$ cat src/rtl/vga_pkg.sv
// Shared video timing package: 640x480@60 constants, colour depth and coordinate types.
package vga_pkg;

    localparam int unsigned CD = 12;

    localparam int unsigned HD = 640;
    localparam int unsigned HF = 16;
    localparam int unsigned HR = 96;
    localparam int unsigned HB = 48;
    localparam int unsigned HT = HD + HF + HR + HB;

    localparam int unsigned VD = 480;
    localparam int unsigned VF = 10;
    localparam int unsigned VR = 2;
    localparam int unsigned VB = 33;
    localparam int unsigned VT = VD + VF + VR + VB;

    typedef logic [10:0]   coord_t;
    typedef logic [CD-1:0] rgb_t;

    // Inclusive range test used by the sync decoders.
    function automatic logic in_span(coord_t v, coord_t lo, coord_t hi);
        return (v >= lo) && (v <= hi);
    endfunction

endpackage

$ cat src/rtl/vga_sync_frame_core_if.sv
// Video timing bundle between the frame core and the sprite/overlay pipeline.
interface vga_sync_frame_core_if #(
    parameter int unsigned CD = vga_pkg::CD
);
    import vga_pkg::*;

    coord_t          x;
    coord_t          y;
    logic            pixel_tick;
    logic            frame_start;
    logic [31:0]     frame_cnt;
    logic [CD-1:0]   si_rgb;
    logic            hsync;
    logic            vsync;
    logic [CD-1:0]   rgb;

    // Timing generator side.
    modport master (
        output x, y, pixel_tick, frame_start, frame_cnt, hsync, vsync, rgb,
        input  si_rgb
    );

    // Pipeline / consumer side.
    modport slave (
        input  x, y, pixel_tick, frame_start, frame_cnt, hsync, vsync, rgb,
        output si_rgb
    );

endinterface

$ cat src/rtl/sync_delay_line.sv
// Fixed-depth shift register that advances every clk; reset loads every stage with INIT.
module sync_delay_line #(
    parameter int unsigned     WIDTH = 3,
    parameter int unsigned     DEPTH = 2,
    parameter logic [WIDTH-1:0] INIT = '0
) (
    input  logic             clk,
    input  logic             reset,
    input  logic [WIDTH-1:0] i_d,
    output logic [WIDTH-1:0] o_q
);

    logic [WIDTH-1:0] r_stage [DEPTH];

    // Shift one stage per clk; reset parks every stage at the inactive value.
    always_ff @(posedge clk or posedge reset) begin
        if (reset) begin
            for (int i = 0; i < int'(DEPTH); i++) begin
                r_stage[i] <= INIT;
            end
        end else begin
            r_stage[0] <= i_d;
            for (int i = 1; i < int'(DEPTH); i++) begin
                r_stage[i] <= r_stage[i-1];
            end
        end
    end

    assign o_q = r_stage[DEPTH-1];

endmodule

$ cat src/rtl/vga_sync_frame_core.sv
// VGA timing head: pixel divider, x/y frame counters, frame pulse/count, sync decode,
// sync/video_on re-timing to the sprite pipeline latency and final RGB blanking.
module vga_sync_frame_core
    import vga_pkg::*;
#(
    parameter int unsigned CD       = vga_pkg::CD,
    parameter int unsigned CLK_DIV  = 4,
    parameter int unsigned HD       = vga_pkg::HD,
    parameter int unsigned HF       = vga_pkg::HF,
    parameter int unsigned HR       = vga_pkg::HR,
    parameter int unsigned HB       = vga_pkg::HB,
    parameter int unsigned VD       = vga_pkg::VD,
    parameter int unsigned VF       = vga_pkg::VF,
    parameter int unsigned VR       = vga_pkg::VR,
    parameter int unsigned VB       = vga_pkg::VB,
    parameter int unsigned SYNC_DLY = 2  // 1..15
) (
    input  logic                 clk,
    input  logic                 reset,
    vga_sync_frame_core_if.master io_vga
);

    localparam int unsigned L_HT = HD + HF + HR + HB;
    localparam int unsigned L_VT = VD + VF + VR + VB;
    localparam int unsigned L_DW = (CLK_DIV > 1) ? $clog2(CLK_DIV) : 1;

    localparam logic [L_DW-1:0] L_DIV_MAX = L_DW'(CLK_DIV - 1);
    localparam coord_t L_HT_M1   = coord_t'(L_HT - 1);
    localparam coord_t L_VT_M1   = coord_t'(L_VT - 1);
    localparam coord_t L_HD      = coord_t'(HD);
    localparam coord_t L_VD      = coord_t'(VD);
    localparam coord_t L_HS_BEG  = coord_t'(HD + HF);
    localparam coord_t L_HS_END  = coord_t'(HD + HF + HR - 1);
    localparam coord_t L_VS_BEG  = coord_t'(VD + VF);
    localparam coord_t L_VS_END  = coord_t'(VD + VF + VR - 1);

    logic [L_DW-1:0] r_div;
    logic            r_tick;
    coord_t          r_x;
    coord_t          r_y;
    logic            r_frame_start;
    logic [31:0]     r_frame_cnt;
    logic            r_hsync;
    logic            r_vsync;
    logic [CD-1:0]   r_rgb;

    logic [L_DW-1:0] w_div_nxt;
    logic            w_x_wrap;
    logic            w_y_wrap;
    logic            w_frame_wrap;
    logic            w_hs_raw;
    logic            w_vs_raw;
    logic            w_von_raw;
    logic [2:0]      w_dly_out;

    assign w_div_nxt    = (r_div == L_DIV_MAX) ? '0 : r_div + 1'b1;
    assign w_x_wrap     = (r_x == L_HT_M1);
    assign w_y_wrap     = (r_y == L_VT_M1);
    assign w_frame_wrap = r_tick & w_x_wrap & w_y_wrap;

    // Pixel divider; the tick is registered so it is high exactly while r_div == CLK_DIV-1.
    always_ff @(posedge clk or posedge reset) begin
        if (reset) begin
            r_div  <= '0;
            r_tick <= 1'b0;
        end else begin
            r_div  <= w_div_nxt;
            r_tick <= (w_div_nxt == L_DIV_MAX);
        end
    end

    // Frame position: x advances per tick, y advances on the tick where x wraps.
    always_ff @(posedge clk or posedge reset) begin
        if (reset) begin
            r_x <= '0;
            r_y <= '0;
        end else if (r_tick) begin
            r_x <= w_x_wrap ? '0 : r_x + 1'b1;
            if (w_x_wrap) begin
                r_y <= w_y_wrap ? '0 : r_y + 1'b1;
            end
        end
    end

    // Frame pulse lands with (0,0) itself; the (0,0) entered by reset produces no pulse.
    always_ff @(posedge clk or posedge reset) begin
        if (reset) begin
            r_frame_start <= 1'b0;
            r_frame_cnt   <= '0;
        end else begin
            r_frame_start <= w_frame_wrap;
            if (w_frame_wrap) begin
                r_frame_cnt <= r_frame_cnt + 32'd1;
            end
        end
    end

    // Raw sync/active-video decode from the current position.
    always_comb begin
        w_hs_raw  = !in_span(r_x, L_HS_BEG, L_HS_END);
        w_vs_raw  = !in_span(r_y, L_VS_BEG, L_VS_END);
        w_von_raw = (r_x < L_HD) && (r_y < L_VD);
    end

    // Match the sprite-stage latency; idle stages hold syncs high and video off.
    sync_delay_line #(
        .WIDTH (3),
        .DEPTH (SYNC_DLY),
        .INIT  (3'b110)
    ) u_sync_delay_line (
        .clk   (clk),
        .reset (reset),
        .i_d   ({w_hs_raw, w_vs_raw, w_von_raw}),
        .o_q   (w_dly_out)
    );

    // Pin register: delayed syncs plus RGB blanked by the delayed video_on.
    always_ff @(posedge clk or posedge reset) begin
        if (reset) begin
            r_hsync <= 1'b1;
            r_vsync <= 1'b1;
            r_rgb   <= '0;
        end else begin
            r_hsync <= w_dly_out[2];
            r_vsync <= w_dly_out[1];
            r_rgb   <= w_dly_out[0] ? io_vga.si_rgb : '0;
        end
    end

    assign io_vga.x           = r_x;
    assign io_vga.y           = r_y;
    assign io_vga.pixel_tick  = r_tick;
    assign io_vga.frame_start = r_frame_start;
    assign io_vga.frame_cnt   = r_frame_cnt;
    assign io_vga.hsync       = r_hsync;
    assign io_vga.vsync       = r_vsync;
    assign io_vga.rgb         = r_rgb;

endmodule

$ cat src/flat_wrapper.sv
// flat-port wrapper written by rule: the top's interface ports become plain ports
module vga_sync_frame_core_flat import vga_pkg::*;
#(
    parameter int unsigned CD       = vga_pkg::CD,
    parameter int unsigned CLK_DIV  = 4,
    parameter int unsigned HD       = vga_pkg::HD,
    parameter int unsigned HF       = vga_pkg::HF,
    parameter int unsigned HR       = vga_pkg::HR,
    parameter int unsigned HB       = vga_pkg::HB,
    parameter int unsigned VD       = vga_pkg::VD,
    parameter int unsigned VF       = vga_pkg::VF,
    parameter int unsigned VR       = vga_pkg::VR,
    parameter int unsigned VB       = vga_pkg::VB,
    parameter int unsigned SYNC_DLY = 2          
)
  (clk, reset, io_vga_x, io_vga_y, io_vga_pixel_tick, io_vga_frame_start, io_vga_frame_cnt, io_vga_hsync, io_vga_vsync, io_vga_rgb, io_vga_si_rgb);
  vga_sync_frame_core_if #(.CD(CD)) io_vga_i ();
  input  logic clk;
  input  logic reset;
  output wire logic [$bits(io_vga_i.x)-1:0] io_vga_x;
  output wire logic [$bits(io_vga_i.y)-1:0] io_vga_y;
  output wire logic [$bits(io_vga_i.pixel_tick)-1:0] io_vga_pixel_tick;
  output wire logic [$bits(io_vga_i.frame_start)-1:0] io_vga_frame_start;
  output wire logic [$bits(io_vga_i.frame_cnt)-1:0] io_vga_frame_cnt;
  output wire logic [$bits(io_vga_i.hsync)-1:0] io_vga_hsync;
  output wire logic [$bits(io_vga_i.vsync)-1:0] io_vga_vsync;
  output wire logic [$bits(io_vga_i.rgb)-1:0] io_vga_rgb;
  input wire logic [$bits(io_vga_i.si_rgb)-1:0] io_vga_si_rgb;
  assign io_vga_x = io_vga_i.x;
  assign io_vga_y = io_vga_i.y;
  assign io_vga_pixel_tick = io_vga_i.pixel_tick;
  assign io_vga_frame_start = io_vga_i.frame_start;
  assign io_vga_frame_cnt = io_vga_i.frame_cnt;
  assign io_vga_hsync = io_vga_i.hsync;
  assign io_vga_vsync = io_vga_i.vsync;
  assign io_vga_rgb = io_vga_i.rgb;
  assign io_vga_i.si_rgb = io_vga_si_rgb;
  vga_sync_frame_core #(.CD(CD), .CLK_DIV(CLK_DIV), .HD(HD), .HF(HF), .HR(HR), .HB(HB), .VD(VD), .VF(VF), .VR(VR), .VB(VB), .SYNC_DLY(SYNC_DLY)) u_core (.clk(clk), .reset(reset), .io_vga(io_vga_i));
endmodule
$ cat config.mk
export PLATFORM = sky130hd
export DESIGN_NAME = vga_sync_frame_core_flat
export DESIGN_NICKNAME = d
export VERILOG_FILES = /design/src/rtl/vga_pkg.sv /design/src/rtl/vga_sync_frame_core_if.sv /design/src/rtl/sync_delay_line.sv /design/src/rtl/vga_sync_frame_core.sv /design/src/flat_wrapper.sv
export SDC_FILE = /design/constraint.sdc
export NUM_CORES = 1
export LEC_CHECK = 0
export CORE_UTILIZATION = 60
export DETAILED_ROUTE_END_ITERATION = 8
export DONT_BUFFER_PORTS = 1
export GPL_TIMING_DRIVEN = 0
export PLACE_DENSITY_LB_ADDON = 0.25
export REMOVE_ABC_BUFFERS = 1
export SYNTH_ARGS = -nofsm -noshare
export SYNTH_HDL_FRONTEND = slang
export SYNTH_SLANG_ARGS = --single-unit
$ cat constraint.sdc
create_clock -name clk -period 3 [get_ports clk]
set_input_delay 0.75 -clock clk [delete_from_list [all_inputs] [get_ports clk]]
set_output_delay 0.75 -clock clk [all_outputs]
set_load 0.01 [all_outputs]
==> results.py <==
metrics = {
    "outcome": {
        "status": "completed",
    },
    "floorplanning": {
        "ios": 84,
        "core_area_sq_um": 5540,
        "initial_utilization_pct": 62.9,
        "die-area_sq_um": 6120,
        "fp.dieH_um": 78.2,
        "rows": 27,
        "die-width_um": 78.2,
    },
    "final_layout": {
        "final_area_sq_um": 3770,
        "areaGrowthSynthToFinish_pct": 8.11,
        "regArea_sq_um": 1960,
        "multiInputGateArea_sq_um": 1460,
        "layout-drive-gt1-share_pct": 13.1,
        "final_nets": 329,
        "final_util_pct": 68.0,
        "fin_cells": 386,
        "diodes": 0,
        "final.fill_count": 419,
    },
    "placed_design": {
        "portBuffers": 0,
        "pre_cts_slack_ns": -0.0822,
        "routabilityCongestion": 0.776,
        "dpl.hpwl_um": 4510,
        "placed_area_sq_um": 3560,
        "place_inst": 370,
    },
    "timing": {
        "finalWorstSetupSlack_ns": 0.212,
        "fin_crit_sh_pct": 92.9,
        "setup_viol": 0,
        "fin_crit_ns": 2.79,
        "slew_violations": 0,
        "slew_headroom_pct": 56.7,
        "fmax_ghz": 0.359,
        "worst_clock_skew_ns": 0.00831,
        "hold_viol": 0,
        "rsz0062_at_grt": "no",
        "tightest_slew_ns": 0.646,
    },
    "cts": {
        "cts-htree-levels": 3,
        "cts_tree": "built",
        "cts-root-buf": "clkbuf_8",
        "path_clk_slew_ns": 0.08,
        "clkSinkCount": 78,
        "clk_path_buf_depth": 2,
        "cts_hold_buf": 0,
        "clk_latency_ns": 0.34,
        "cts_made_buffers": 9,
    },
    "grt": {
        "grt_pass1_wl_um": 11300,
        "overflow": 0,
        "antenna_found_initial": 0,
        "grt_pass1_vias": 2280,
        "track_usage_pct": 23.8,
        "grt_max_degree": 62,
    },
    "setup_path": {
        "crit_path_start_kind": "flip-flop",
        "cp-end-kind": "flip-flop",
        "required_ns": 3.22,
        "path_class": "reg2reg",
        "crit_fanout": 13,
        "cp.arrival_ns": 3.01,
    },
    "synthesis": {
        "synth_top_cell_area_share_pct": 51.7,
        "synth_area_sq_um": 3490,
        "syn_inst": 305,
        "synth_top_area_cell": "dfrtp_1",
        "synth-seq-cells": 78,
        "ys_types": 44,
        "synth_area_leaders": "dfrtp_1 52%, xnor2_1 6.3%, dfstp_2 4.5%",
        "ys_seq_area_share_pct": 56.2,
        "avgSynthCellArea_sq_um": 11.4,
        "yosysWarnings": 0,
    },
    "drt": {
        "detail_route.vias_per_cell": 6.03,
        "postRouteAntennaNets": 0,
        "wirelength_um": 6540,
        "num_vias": 2326,
        "drc": 0,
        "wl_per_cell_um": 17.0,
        "drt_first_pass_iters": 4,
        "drt_iter0_markers": 138,
    },
    "power": {
        "finalPower_mw": 1.88,
        "power.leakage_nw": 1.64,
        "irDropWorstVdd_mv": 0.284,
        "power_density_nw_per_um2": 498,
    },
    "job": {
        "drv_cap": 0,
    },
    "worst_hold_path": {
        "hp-class": "in2async",
    },
}
path summary, 6_finish.rpt:
check / cells past startpoint / end / slack [ns] / from
min in group clk: 0 / u_core.u_sync_delay_line.o_q[1] / 0.36 / u_core.u_sync_delay_line.r_stage[4]
min reg2reg: 0 / u_core.u_sync_delay_line.o_q[1] / 0.36 / u_core.u_sync_delay_line.r_stage[4]
min: 1 / u_core.io_vga.rgb[8] / 0.21 / reset
max reg2reg: 5 / u_core.io_vga.frame_cnt[24] / 0.21 / u_core.io_vga.y[7]
max in group asynchronous: 2 / u_core.u_sync_delay_line.r_stage[4] / 2.19 / reset
max: 5 / u_core.io_vga.frame_cnt[24] / 0.21 / u_core.io_vga.y[7]
through the flow:
stage               hold WS [ns]  TNS, ns
finish                     0.209        0
global route               0.212        0
CTS                        0.200        0
detailed placement         0.343  -0.0822
global placement           0.334   -33.09
floorplan                  0.331        0
critical path, cell delays in order (launching register included):
cell and delay (ns):
dfrtp_1 0.46, or4_1 0.60, nor4b_4 0.59, nand4_4 0.38, or3_4 0.50, xnor2_2 0.13
Yosys cell counts:
master / number
and4bb_2: 1
nand4_1: 21
o2111ai_1: 1
and4_2: 1
o311ai_0: 1
and4_1: 5
o21ai_0: 9
o31ai_1: 3
or3_4: 1
dfstp_2: 6
dfrtp_1: 72
mux2_2: 1
nor4_1: 4
buf_6: 1
ha_1: 6
nand2b_1: 4
nor2_1: 11
or3_1: 3
buf_4: 1
o22ai_1: 1
nor4b_2: 1
buf_2: 2
a21o_1: 2
o21bai_1: 1
nor3_4: 1
xnor2_2: 1
nor4bb_1: 2
nand3_1: 17
and2b_1: 2
nand2_1: 28
or4_1: 2
inv_1: 8
xnor2_1: 25
nor3_1: 8
nor3b_1: 1
nor3_2: 8
and3_1: 2
nand4b_1: 1
xor2_1: 16
a21oi_1: 4
clkbuf_1: 4
nand4_4: 1
mux2i_1: 1
and2_1: 14
cell families (layout without fill, tap and decap cells):
family	after synthesis	in the layout	synth area share, %
adder cells (fa/ha/maj)	6	6	2.15
AND/OR/NAND/NOR	139	139	24.3
buffers and inverters	16	25	2.12
AO/OA/AOI/OAI	22	22	3.84
multiplexers	2	2	0.610
XOR/XNOR	42	42	10.8
flip-flops	78	78	56.2
repair_timing:
item	in CTS	in global routing
resized for setup	1	1
setup endpoints to repair	1	1
hold endpoints to repair	0	0
setup buffers	0	0
area by class of cell:
| cell class | instances | area share (%) |
|---|---|---|
| flip-flops and latches | 78 | 52.0 |
| multi-input cells | 211 | 38.8 |
| clock buffers | 9 | 3.29 |
| well taps | 72 | 2.39 |
| clock inverters | 7 | 1.92 |
| inverters | 8 | 0.863 |
| repair buffers | 1 | 0.730 |
state kept, by name (all words and copies together) (netlist names):
register                          count
u_core.u_sync_delay_line.o_q          3
u_core.io_vga.pixel_tick              1
u_core.io_vga.y                      11
u_core.io_vga.rgb                    12
u_core.io_vga.frame_start             1
u_core.io_vga.frame_cnt              32
u_core.io_vga.x                      11
u_core.io_vga.vsync                   1
u_core.r_div                          2
u_core.u_sync_delay_line.r_stage      3
u_core.io_vga.hsync                   1
metal layers:
layer  up-vias  global-route usage (%)  share of wire, %
met1      1158                    32.0                46
met5         -                       0                 0
li1       1083                       -                 -
met3         8                    7.56               6.1
met2        77                    36.2                47
met4         0                    9.07               1.3
layout by cell type, fill, tap and decap left out, types with 2 or more instances in the layout:
master,Yosys,layout
xnor2_1,25,25
nand2_1,28,28
and4_1,5,5
nor3_2,8,8
and2b_1,2,2
o31ai_1,3,3
and2_1,14,14
or3_1,3,3
nand4_1,21,21
or4_1,2,2
dfstp_2,6,6
clkinv_2,0,2
clkinvlp_4,0,2
xor2_1,16,16
nor2_1,11,11
ha_1,6,6
nand2b_1,4,4
nand3_1,17,17
a21o_1,2,2
inv_1,8,7
nor4bb_1,2,2
a21oi_1,4,4
clkbuf_8,0,9
nor4_1,4,4
dfrtp_1,72,72
o21ai_0,9,9
nor3_1,8,8
power by group:
part	total (mW)	switching, mW	internal (mW)	leakage [nW]
sequential	1.07	0.00712	1.06	1.02
clock	0.782	0.396	0.386	0.0956
combinational	0.0294	0.0212	0.00828	0.530
No activity file was read; power rests on OpenSTA's default activity.
